==> src/rtl/axi_gp_reg_pkg.sv <==
// Shared constants and FSM state types for the AXI GP register slave.
// Contents: AXI response codes, burst type codes, write/read FSM state enums.
package axi_gp_reg_pkg;

  localparam logic [1:0] RESP_OKAY   = 2'b00;
  localparam logic [1:0] RESP_SLVERR = 2'b10;

  localparam logic [1:0] BURST_FIXED = 2'b00;
  localparam logic [1:0] BURST_INCR  = 2'b01;
  localparam logic [1:0] BURST_WRAP  = 2'b10;

  typedef enum logic [1:0] {
    StWIdle,
    StWData,
    StWResp
  } w_state_e;

  typedef enum logic {
    StRIdle,
    StRData
  } r_state_e;

endpackage

==> src/rtl/axi_gp_reg_addr_gen.sv <==
// Burst address / beat counter for one AXI channel.
// Ports:
//   clk, rst              clock, async active-high reset
//   load                  capture start_* (beat 0 becomes the current beat)
//   step                  consume the current beat and advance to the next
//   start_addr/len/burst  word address (addr[ADDR_WIDTH-1:2]), AxLEN, AxBURST
//   idx                   register index of the current beat
//   beat_err              current beat is out of range or uses WRAP/reserved burst
//   beat_last             current beat is the counted final beat
// The current beat is taken from start_* while load is high, so a caller can
// consume beat 0 in the same cycle the request is accepted (load && step).
module axi_gp_reg_addr_gen
  import axi_gp_reg_pkg::*;
#(
  parameter int unsigned ADDR_WIDTH = 32,
  parameter int unsigned REG_NUM    = 16
) (
  input  logic                       clk,
  input  logic                       rst,
  input  logic                       load,
  input  logic                       step,
  input  logic [ADDR_WIDTH-3:0]      start_addr,
  input  logic [7:0]                 start_len,
  input  logic [1:0]                 start_burst,
  output logic [$clog2(REG_NUM)-1:0] idx,
  output logic                       beat_err,
  output logic                       beat_last
);

  localparam int unsigned IdxW  = $clog2(REG_NUM);
  localparam int unsigned WordW = ADDR_WIDTH - 2;

  logic [WordW-1:0] addr_q, addr_d, cur_addr;
  logic [7:0]       cnt_q, cnt_d, cur_cnt;
  logic [7:0]       len_q, len_d, cur_len;
  logic [1:0]       burst_q, burst_d, cur_burst;

  always_comb begin
    cur_addr  = load ? start_addr  : addr_q;
    cur_cnt   = load ? 8'd0        : cnt_q;
    cur_len   = load ? start_len   : len_q;
    cur_burst = load ? start_burst : burst_q;

    addr_d  = addr_q;
    cnt_d   = cnt_q;
    len_d   = len_q;
    burst_d = burst_q;
    if (load || step) begin
      len_d   = cur_len;
      burst_d = cur_burst;
      addr_d  = cur_addr;
      cnt_d   = cur_cnt;
      if (step) begin
        cnt_d = cur_cnt + 8'd1;
        if (cur_burst == BURST_INCR) begin
          addr_d = cur_addr + 1'b1;
        end
      end
    end
  end

  always_ff @(posedge clk or posedge rst) begin
    if (rst) begin
      addr_q  <= '0;
      cnt_q   <= '0;
      len_q   <= '0;
      burst_q <= BURST_FIXED;
    end else begin
      addr_q  <= addr_d;
      cnt_q   <= cnt_d;
      len_q   <= len_d;
      burst_q <= burst_d;
    end
  end

  // REG_NUM is a power of two, so any set bit above the index field is out of range.
  assign idx       = cur_addr[IdxW-1:0];
  assign beat_err  = (cur_burst == BURST_WRAP) || (cur_burst == 2'b11) ||
                     (|cur_addr[WordW-1:IdxW]);
  assign beat_last = (cur_cnt == cur_len);

endmodule

==> src/rtl/axi_gp_reg_slave.sv <==
// AXI4 burst-capable slave register file terminating the PS GP master port.
// Ports:
//   clk, rst          single clock, async active-high reset
//   s_axi_aw*/w*/b*   AXI write address / data / response channels
//   s_axi_ar*/r*      AXI read address / data channels
//   reg_out           register contents, register i at [32i+31:32i]
//   reg_wr_pulse      one-cycle pulse per register written with non-zero strobe
//   reg_ro_in         (AXI_GP_REG_RO_EN only) live values for upper-half registers
// Build option: define AXI_GP_REG_RO_EN to make registers REG_NUM/2..REG_NUM-1
// read-only views of reg_ro_in; writes to them are discarded with SLVERR.
module axi_gp_reg_slave
  import axi_gp_reg_pkg::*;
#(
  parameter int unsigned ADDR_WIDTH = 32,
  parameter int unsigned DATA_WIDTH = 32,
  parameter int unsigned ID_WIDTH   = 6,
  parameter int unsigned REG_NUM    = 16
) (
  input  logic                    clk,
  input  logic                    rst,
  input  logic [ID_WIDTH-1:0]     s_axi_awid,
  input  logic [ADDR_WIDTH-1:0]   s_axi_awaddr,
  input  logic [7:0]              s_axi_awlen,
  input  logic [1:0]              s_axi_awburst,
  input  logic                    s_axi_awvalid,
  output logic                    s_axi_awready,
  input  logic [DATA_WIDTH-1:0]   s_axi_wdata,
  input  logic [DATA_WIDTH/8-1:0] s_axi_wstrb,
  input  logic                    s_axi_wlast,
  input  logic                    s_axi_wvalid,
  output logic                    s_axi_wready,
  output logic [ID_WIDTH-1:0]     s_axi_bid,
  output logic [1:0]              s_axi_bresp,
  output logic                    s_axi_bvalid,
  input  logic                    s_axi_bready,
  input  logic [ID_WIDTH-1:0]     s_axi_arid,
  input  logic [ADDR_WIDTH-1:0]   s_axi_araddr,
  input  logic [7:0]              s_axi_arlen,
  input  logic [1:0]              s_axi_arburst,
  input  logic                    s_axi_arvalid,
  output logic                    s_axi_arready,
  output logic [ID_WIDTH-1:0]     s_axi_rid,
  output logic [DATA_WIDTH-1:0]   s_axi_rdata,
  output logic [1:0]              s_axi_rresp,
  output logic                    s_axi_rlast,
  output logic                    s_axi_rvalid,
  input  logic                    s_axi_rready,
  output logic [REG_NUM*32-1:0]   reg_out,
  output logic [REG_NUM-1:0]      reg_wr_pulse
`ifdef AXI_GP_REG_RO_EN
  ,
  input  logic [REG_NUM/2*32-1:0] reg_ro_in
`endif
);

  localparam int unsigned IdxW = $clog2(REG_NUM);

  // ---------------- Write channel ----------------
  w_state_e                   w_state_q, w_state_d;
  logic [ID_WIDTH-1:0]        bid_q, bid_d;
  logic                       werr_q, werr_d;
  logic [REG_NUM-1:0][31:0]   reg_q, reg_d;
  logic [REG_NUM-1:0]         pulse_q, pulse_d;
  logic                       aw_hs, w_hs;
  logic [IdxW-1:0]            w_idx;
  logic                       w_beat_err, w_last, w_err;

  assign aw_hs = s_axi_awvalid && s_axi_awready;
  assign w_hs  = s_axi_wvalid && s_axi_wready;

  axi_gp_reg_addr_gen #(
    .ADDR_WIDTH(ADDR_WIDTH),
    .REG_NUM   (REG_NUM)
  ) u_wr_gen (
    .clk        (clk),
    .rst        (rst),
    .load       (aw_hs),
    .step       (w_hs),
    .start_addr (s_axi_awaddr[ADDR_WIDTH-1:2]),
    .start_len  (s_axi_awlen),
    .start_burst(s_axi_awburst),
    .idx        (w_idx),
    .beat_err   (w_beat_err),
    .beat_last  (w_last)
  );

`ifdef AXI_GP_REG_RO_EN
  assign w_err = w_beat_err || w_idx[IdxW-1];
`else
  assign w_err = w_beat_err;
`endif

  always_comb begin
    w_state_d = w_state_q;
    bid_d     = bid_q;
    werr_d    = werr_q;
    reg_d     = reg_q;
    pulse_d   = '0;
    unique case (w_state_q)
      StWIdle: begin
        if (s_axi_awvalid) begin
          w_state_d = StWData;
          bid_d     = s_axi_awid;
          werr_d    = 1'b0;
        end
      end
      StWData: begin
        if (s_axi_wvalid) begin
          if (w_err) begin
            werr_d = 1'b1;
          end else begin
            for (int b = 0; b < 4; b++) begin
              if (s_axi_wstrb[b]) reg_d[w_idx][8*b +: 8] = s_axi_wdata[8*b +: 8];
            end
            if (|s_axi_wstrb) pulse_d[w_idx] = 1'b1;
          end
          // The beat counter, not wlast, ends the burst; disagreement is an error.
          if (s_axi_wlast != w_last) werr_d = 1'b1;
          if (w_last) w_state_d = StWResp;
        end
      end
      StWResp: begin
        if (s_axi_bready) w_state_d = StWIdle;
      end
      default: w_state_d = StWIdle;
    endcase
  end

  always_ff @(posedge clk or posedge rst) begin
    if (rst) begin
      w_state_q <= StWIdle;
      bid_q     <= '0;
      werr_q    <= 1'b0;
      reg_q     <= '0;
      pulse_q   <= '0;
    end else begin
      w_state_q <= w_state_d;
      bid_q     <= bid_d;
      werr_q    <= werr_d;
      reg_q     <= reg_d;
      pulse_q   <= pulse_d;
    end
  end

  assign s_axi_awready = (w_state_q == StWIdle);
  assign s_axi_wready  = (w_state_q == StWData);
  assign s_axi_bvalid  = (w_state_q == StWResp);
  assign s_axi_bid     = bid_q;
  assign s_axi_bresp   = (s_axi_bvalid && werr_q) ? RESP_SLVERR : RESP_OKAY;
  assign reg_out       = reg_q;
  assign reg_wr_pulse  = pulse_q;

  // ---------------- Read channel ----------------
  r_state_e                 r_state_q, r_state_d;
  logic [ID_WIDTH-1:0]      rid_q, rid_d;
  logic [DATA_WIDTH-1:0]    rdata_q, rdata_d;
  logic [1:0]               rresp_q, rresp_d;
  logic                     rlast_q, rlast_d;
  logic                     ar_hs, r_hs, rd_load;
  logic [IdxW-1:0]          r_idx;
  logic                     r_err, r_last;
  logic [REG_NUM-1:0][31:0] rd_words;

  assign ar_hs   = s_axi_arvalid && s_axi_arready;
  assign r_hs    = s_axi_rvalid && s_axi_rready;
  // A beat is loaded on the AR handshake and after every non-final R handshake.
  assign rd_load = ar_hs || (r_hs && !rlast_q);

  axi_gp_reg_addr_gen #(
    .ADDR_WIDTH(ADDR_WIDTH),
    .REG_NUM   (REG_NUM)
  ) u_rd_gen (
    .clk        (clk),
    .rst        (rst),
    .load       (ar_hs),
    .step       (rd_load),
    .start_addr (s_axi_araddr[ADDR_WIDTH-1:2]),
    .start_len  (s_axi_arlen),
    .start_burst(s_axi_arburst),
    .idx        (r_idx),
    .beat_err   (r_err),
    .beat_last  (r_last)
  );

`ifdef AXI_GP_REG_RO_EN
  always_comb begin
    rd_words = reg_q;
    for (int i = REG_NUM / 2; i < REG_NUM; i++) begin
      rd_words[i] = reg_ro_in[(i - REG_NUM / 2) * 32 +: 32];
    end
  end
`else
  assign rd_words = reg_q;
`endif

  always_comb begin
    r_state_d = r_state_q;
    rid_d     = rid_q;
    rdata_d   = rdata_q;
    rresp_d   = rresp_q;
    rlast_d   = rlast_q;
    unique case (r_state_q)
      StRIdle: begin
        if (s_axi_arvalid) begin
          r_state_d = StRData;
          rid_d     = s_axi_arid;
        end
      end
      StRData: begin
        if (s_axi_rready && rlast_q) begin
          r_state_d = StRIdle;
          rlast_d   = 1'b0;
        end
      end
      default: r_state_d = StRIdle;
    endcase
    // Sampling reg_q (not reg_d) gives the old value on a same-cycle write.
    if (rd_load) begin
      rdata_d = r_err ? '0 : rd_words[r_idx];
      rresp_d = r_err ? RESP_SLVERR : RESP_OKAY;
      rlast_d = r_last;
    end
  end

  always_ff @(posedge clk or posedge rst) begin
    if (rst) begin
      r_state_q <= StRIdle;
      rid_q     <= '0;
      rdata_q   <= '0;
      rresp_q   <= RESP_OKAY;
      rlast_q   <= 1'b0;
    end else begin
      r_state_q <= r_state_d;
      rid_q     <= rid_d;
      rdata_q   <= rdata_d;
      rresp_q   <= rresp_d;
      rlast_q   <= rlast_d;
    end
  end

  assign s_axi_arready = (r_state_q == StRIdle);
  assign s_axi_rvalid  = (r_state_q == StRData);
  assign s_axi_rid     = rid_q;
  assign s_axi_rdata   = rdata_q;
  assign s_axi_rresp   = rresp_q;
  assign s_axi_rlast   = rlast_q;

  logic unused_addr_lsb;
  assign unused_addr_lsb = ^{s_axi_awaddr[1:0], s_axi_araddr[1:0]};

endmodule
==> config.mk <==
export PLATFORM = sky130hd
export DESIGN_NAME = axi_gp_reg_slave
export DESIGN_NICKNAME = d
export VERILOG_FILES = /design/src/rtl/axi_gp_reg_pkg.sv /design/src/rtl/axi_gp_reg_addr_gen.sv /design/src/rtl/axi_gp_reg_slave.sv
export SDC_FILE = /design/constraint.sdc
export NUM_CORES = 2
export LEC_CHECK = 0
export BUFFER_PORTS_ARGS = -buffer_cell sky130_fd_sc_hd__buf_4
export CAP_MARGIN = 20
export CORE_AREA = 3 3 280 282
export CTS_CLUSTER_SIZE = 8
export DETAILED_ROUTE_END_ITERATION = 12
export DIE_AREA = 0 0 283 285
export PLACE_DENSITY_LB_ADDON = 0.3
export RECOVER_POWER = 100
export SLEW_MARGIN = 25
export SYNTH_ARGS = -nofsm -noshare
export SYNTH_HDL_FRONTEND = slang
export SYNTH_SLANG_ARGS = --single-unit
==> constraint.sdc <==
create_clock -name clk -period 52.1 [get_ports clk]
set_input_delay 2.605 -clock clk [delete_from_list [all_inputs] [get_ports clk]]
set_output_delay 2.605 -clock clk [all_outputs]
set_load 0.01 [all_outputs]
### After elaboration in Yosys (flattened, before gate mapping)

Cells that the tools add are included.

* word-level logic and storage cells: 153
* output and inout bits: 582
* input port bits: 140
* bits in registers: 675

* muxes and demuxes: 66
* bitwise operators: 2
* add/sub/neg operators: 4
* magnitude comparators: 3
* eq/ne operators: 16
* reduce and logical (&&, ||, !) cells: 29

Operator list (number)
* $mux W512: 13
* $bwmux W512: 4
* $demux W32 S4: 4
* $mux W30: 6
* $bmux W32 S4: 1
* $mux W32: 3
* $mux W16: 5
* $add A30 B1 Y30 const B: 2
* $mux W8: 7
* $reduce_or A26 Y1: 2
* $mux W24: 1
* $add A8 B1 Y8 const B: 2
* $eq A8 B8 Y1: 2
* $mux W2: 8
* $eq A2 B2 Y1 const B: 5
* $lt A4 B5 Y1 const B: 2
* $mux W1: 10
* $logic_and A1 B1 Y1: 8
* $reduce_and A4 Y1: 2
* $logic_or A1 B1 Y1: 7
* $eq A2 B1 Y1 const B: 3
* $pmux W2 S3: 1
* $reduce_and A2 Y1: 3
* $reduce_bool A2 Y1: 3
* 12 further kinds: 16

### Logic depth before layout (Yosys ltp)

* depth in word-level cells: 24
* mapped depth: 15
* mapped depth without buffers: 10

### Modules after synthesis

Synthesis repeated with hierarchy kept, for this count alone.

* cell total of the unflattened synthesis: 2251
* area, all modules: 32022.0 um^2

Modules (own cells, without submodules)
* axi_gp_reg_slave: instances 1, cells each 1587, area each 25598.3 um^2
* axi_gp_reg_addr_gen: instances 2, cells each 332, area each 3211.8 um^2

### Least setup slack after synthesis

OpenSTA, ideal clock, no wires.

* path kind: input-to-reg
* start point: input s_axi_awvalid
* end point: register u_wr_gen.addr_q[12]
* slack: 46179 ps
* arrival: 5793 ps
* data required time: 51971 ps
* stages on the path: 14
* setup time: 129 ps
* cells stage by stage: or3b_1 > clkbuf_1 > clkbuf_1 > clkbuf_1 > buf_1 > mux2i_1 > inv_1 > ha_1 > clkbuf_1 > o2111ai_1 > nor2_1 > nor2b_1 > nand2_1 > xor2_1

* cells in the longest elaborated chain, start to end: 5
* elaborated cells on any way between the ends: 8
* classes of those cells: 1 x add/sub; 1 x eq/ne; 4 x mux; 2 x reduce/logical

RTL lines
* start: declaration: RTL line axi_gp_reg_slave.sv:25 `input logic s_axi_awvalid,`
* $logic_and A1 B1 Y1 (*): RTL line axi_gp_reg_slave.sv:68 `assign aw_hs = s_axi_awvalid && s_axi_awready;`
* $mux W30 or $mux W2 (tied branches): RTL line axi_gp_reg_addr_gen.sv:39, axi_gp_reg_addr_gen.sv:42
* $add A30 B1 Y30 or $eq A2 B1 Y1 (tied branches): RTL line axi_gp_reg_addr_gen.sv:56, axi_gp_reg_addr_gen.sv:55
* $mux W30: RTL line axi_gp_reg_addr_gen.sv:55 `if (cur_burst == BURST_INCR) begin`
* $mux W30: RTL line axi_gp_reg_addr_gen.sv:53 `if (step) begin`
* end signal: assignment: RTL line axi_gp_reg_addr_gen.sv:69 `addr_q <= addr_d;`
* end: declaration: RTL line axi_gp_reg_addr_gen.sv:33 `logic [WordW-1:0] addr_q, addr_d, cur_addr;`

Mark *: on every way between the ends. The rest lies on a longest branch, timed or not.
A chain may end at the register's enable or synchronous reset.

==> impl_metrics.csv <==
group,metric,value,unit
routing,wl_met1,49.78,mm
worst_setup_path,crit_arrival,16.37,ns
floorplan,die_w,283,µm
logic_synthesis,synth_edf_count,0,
power_and_ir_drop,internal_power,0.001020,W
logic_synthesis,synth_top_cell_by_area,"dfrtp_1",
layout,drive_above_1_share,0.2434,
timing,period_needed,16.37,ns
worst_setup_path,cp_common_cell,"clkbuf_1",
power_and_ir_drop,p_clk_frac,0.360,
layout,final_common_cell,"dfrtp_1",
routing,wl_met3,10.20,mm
run_status,status,"finished, violations left",
logic_synthesis,synthFlopType,"dfrtp_1",
power_and_ir_drop,p_switching,0.0005157,W
floorplan,io_pins,722,
power_and_ir_drop,power.density,39.67,nW/µm²
flow_run,cap_viol_max_count,16,
logic_synthesis,ys_seq_area_frac,0.5251,
layout,nNetsFinal,3556,
worst_setup_path,crit_fanout,123,
routing,top_layer_used,"met5",
clock_network,clockBufferDepth,3,
grt,grt_pass1_vias,25830,
worst_setup_path,worstSetupStartpointType,"primary input",
routing,dr_wl_met2,58.65,mm
logic_synthesis,synth.area.top_cells,"dfrtp_1 53%, mux2_2 18%, nand2_1 5.0%",
worst_setup_path,worstSetupEndpointType,"async pin",
floorplan,dieArea,80660,µm²
routing,drtIter0Drc,1791,
routing,routed_wl,125.0,mm
floorplan,start_util,0.4229,
timing,fin_tns_setup,0,ns
layout,final_cell_mix,"674 x dfrtp_1, 600 x clkbuf_1, 521 x mux2_2",
place,dp_hpwl,87.64,mm
logic_synthesis,yosys_warnings,0,
grt,grt_first_pass_wirelength,180.6,mm
routing,via_per_inst,5.801,
timing,worst_clock_skew,0.03993,ns
logic_synthesis,syn_inst,2733,
clock_network,cts-hold-fix-buffers,0,
logic_synthesis,synth_cell_types,73,
power_and_ir_drop,total_power,0.001535,W
timing,finalSetupViolations,0,
power_and_ir_drop,vdd.ir_drop.worst,0.00002569,V
worst_setup_path,crit_family,"buffers and inverters",
logic_synthesis,netlist.area_leader.share,0.5251,
clock_network,cts_sinks,674,
routing,routedWlPerCell,28.08,µm
clock_network,cts_root_buf,"clkbuf_16",
place,io_buffer_count,715,
floorplan,die_h,285,µm
floorplan,core,75950,µm²
power_and_ir_drop,pwr-share-comb,0.246,
logic_synthesis,synth.avg_cell_area,11.75,µm²
clock_network,post_cts_resize_count,0,
timing,worstMarginPinSlew,8.578,ns
routing,vias,25810,
place,preCtsSetupSlack,45.20,ns
clock_network,cts_max_level,3,
clock_network,clk_pin_slew_worst_paths,0.05,ns
power_and_ir_drop,p_leak,18.19,nW
clock_network,cts_tree,"done",
grt,gr-usage-all-layers,0.3019,
worst_setup_path,worstSetupPathType,"primary input to async pin",
routing,ant_nets,0,
logic_synthesis,async_flop_share,1.000,
worst_setup_path,cp_slowest_cell,"clkinvlp_2",
power_and_ir_drop,p_seq_frac,0.394,
routing,drtPass1Iterations,9,
clock_network,postCtsSetupRepairBufs,0,
worst_setup_path,required,52.10,ns
timing,grt_setup_unrepaired,"no",
run_status,violations,"capacitance limit, slew limit",
clock_network,clk_latency,0.66,ns
worst_setup_path,critPathBufInv,6,
worst_setup_path,path_cells,"clkbuf_4 -> clkinvlp_2 -> clkbuf_1 -> clkbuf_1 -> clkbuf_1 -> clkbuf_1",
grt,grt_max_degree,161,
worst_hold_path,hp-class,"flip-flop to flip-flop",
power_and_ir_drop,swShare,0.3359,
floorplan,row_count,101,
logic_synthesis,synthesis.area,32120,µm²
timing,setup_slack,35.73,ns
worst_setup_path,crit_path_max_incr_delay,3.11,ns
place,place.gp.congestion,0.8954,
logic_synthesis,ys_ff_latch,674,
clock_network,cts_buffers,94,
grt,antenna_found_initial,3,
grt,gr-total-overflow,0,
timing,timing.final.crit_share,0.3142,
layout,synthToLayoutAreaGrowth,20.51,%
timing,finalMaxSlewViolations,1003,
routing,drc_errors,0,
timing,timing.slew.headroom,-4.719,
timing,final_hold_viol_count,0,
timing,fmax,61.09,MHz
==> through the flow <==
stage	hold slack, ns	cells	util	cell area, µm²
2_1_floorplan	0.4467	2734	-	32120
3_3_place_gp	0.4612	4342	0.5070	38500
3_5_place_dp	0.4635	4342	0.5070	38500
4_1_cts	0.4765	4447	0.5405	41050
5_1_grt	0.4901	4448	0.5096	38700
6_report	0.4680	4450	0.5096	38710
==> cells in the mapped netlist (5+ instances only) <==
cell type,count
buf_2,27
nor4_1,32
a221oi_1,27
mux2i_1,131
a211oi_1,5
a31oi_1,10
xor2_1,49
nand4_1,27
nor2b_1,9
and2_0,9
nand3b_1,7
o22ai_1,36
xnor2_1,36
inv_1,23
mux4_2,37
o21ai_0,37
and3_1,9
buf_1,31
a221o_1,5
nand2_1,427
dfrtp_1,674
mux2_2,524
nor3_1,22
and2_1,14
a32o_1,27
a21oi_1,59
nand2b_1,5
o31ai_1,29
clkbuf_1,110
nor2_1,69
nand3_1,153
ha_1,7
==> power by group through the flow <==
stage / Clock (W) / Sequential (W) / Combinational, W
6_report: 0.000553 / 0.000605 / 0.000377
3_3_place_gp: 0 / 0.000610 / 0.000377
2_1_floorplan: 0 / 0.000603 / 0.000250
4_1_cts: 0.000562 / 0.000603 / 0.000381
5_1_grt: 0.000585 / 0.000610 / 0.000406
3_5_place_dp: 0 / 0.000611 / 0.000380
==> kinds of logic after synthesis <==
family          share of synthesized area
buf+inv                           0.02431
other cells                     0.0001168
fa+ha+maj                        0.002727
flops                              0.5251
simple gates                       0.1166
xor+xnor                          0.02318
mux                                0.2514
compound gates                    0.05664
==> registers in the layout, summed over array words and instances, names as in the netlist <==
signal and flops:
u_wr_gen.addr_q 30, u_wr_gen.cnt_q 8, reg_out 512, s_axi_bid 6, werr_q 1, u_rd_gen.burst_q 2
s_axi_rresp 1, u_wr_gen.burst_q 2, u_wr_gen.len_q 8, reg_wr_pulse 16, w_state_q 2, s_axi_rlast 1
s_axi_rvalid 1, s_axi_rdata 32, u_rd_gen.len_q 8, u_rd_gen.cnt_q 8, u_rd_gen.addr_q 30, s_axi_rid 6
==> worst paths after layout <==
path,slack (ns),startpoint,cells after the start,end
min reg2reg,0.47,s_axi_bid[1],2,s_axi_bid[1]
max,35.73,rst,6,reg_out[108]
min,0.47,s_axi_bid[1],2,s_axi_bid[1]
max in group clk,39.84,s_axi_arvalid,11,s_axi_rdata[19]
min in group asynchronous,3.71,rst,2,reg_out[251]
max reg2reg,41.55,s_axi_rvalid,10,s_axi_rdata[19]
==> cell type report <==
cell class / count / area, µm²
Tap cell: 1030 / 1289
Fill cell: 7309 / 37240
Clock inverter: 6 / 135.1
Clock buffer: 99 / 2412
Antenna cell: 2 / 5.005
Timing Repair Buffer: 750 / 3386
Inverter: 24 / 97.59
Sequential cell: 674 / 16870
Multi-Input combinational cell: 1865 / 14520
==> worst register-to-register path: cells and delay by family, from the launching register on <==
family / cells / cell delay, ns
buf+inv: 4 / 7.04
simple gates: 2 / 1.66
compound gates: 3 / 0.85
flops: 1 / 0.46
mux: 1 / 0.31
==> metal layers <==
| metal | vias up | track usage |
|---|---|---|
| met5 | - | 0 |
| met4 | 2 | 0.1314 |
| met3 | 276 | 0.07866 |
| met2 | 1084 | 0.4878 |
| met1 | 13290 | 0.3840 |
| li1 | 11160 | - |
No activity file was read; power rests on OpenSTA's default activity.
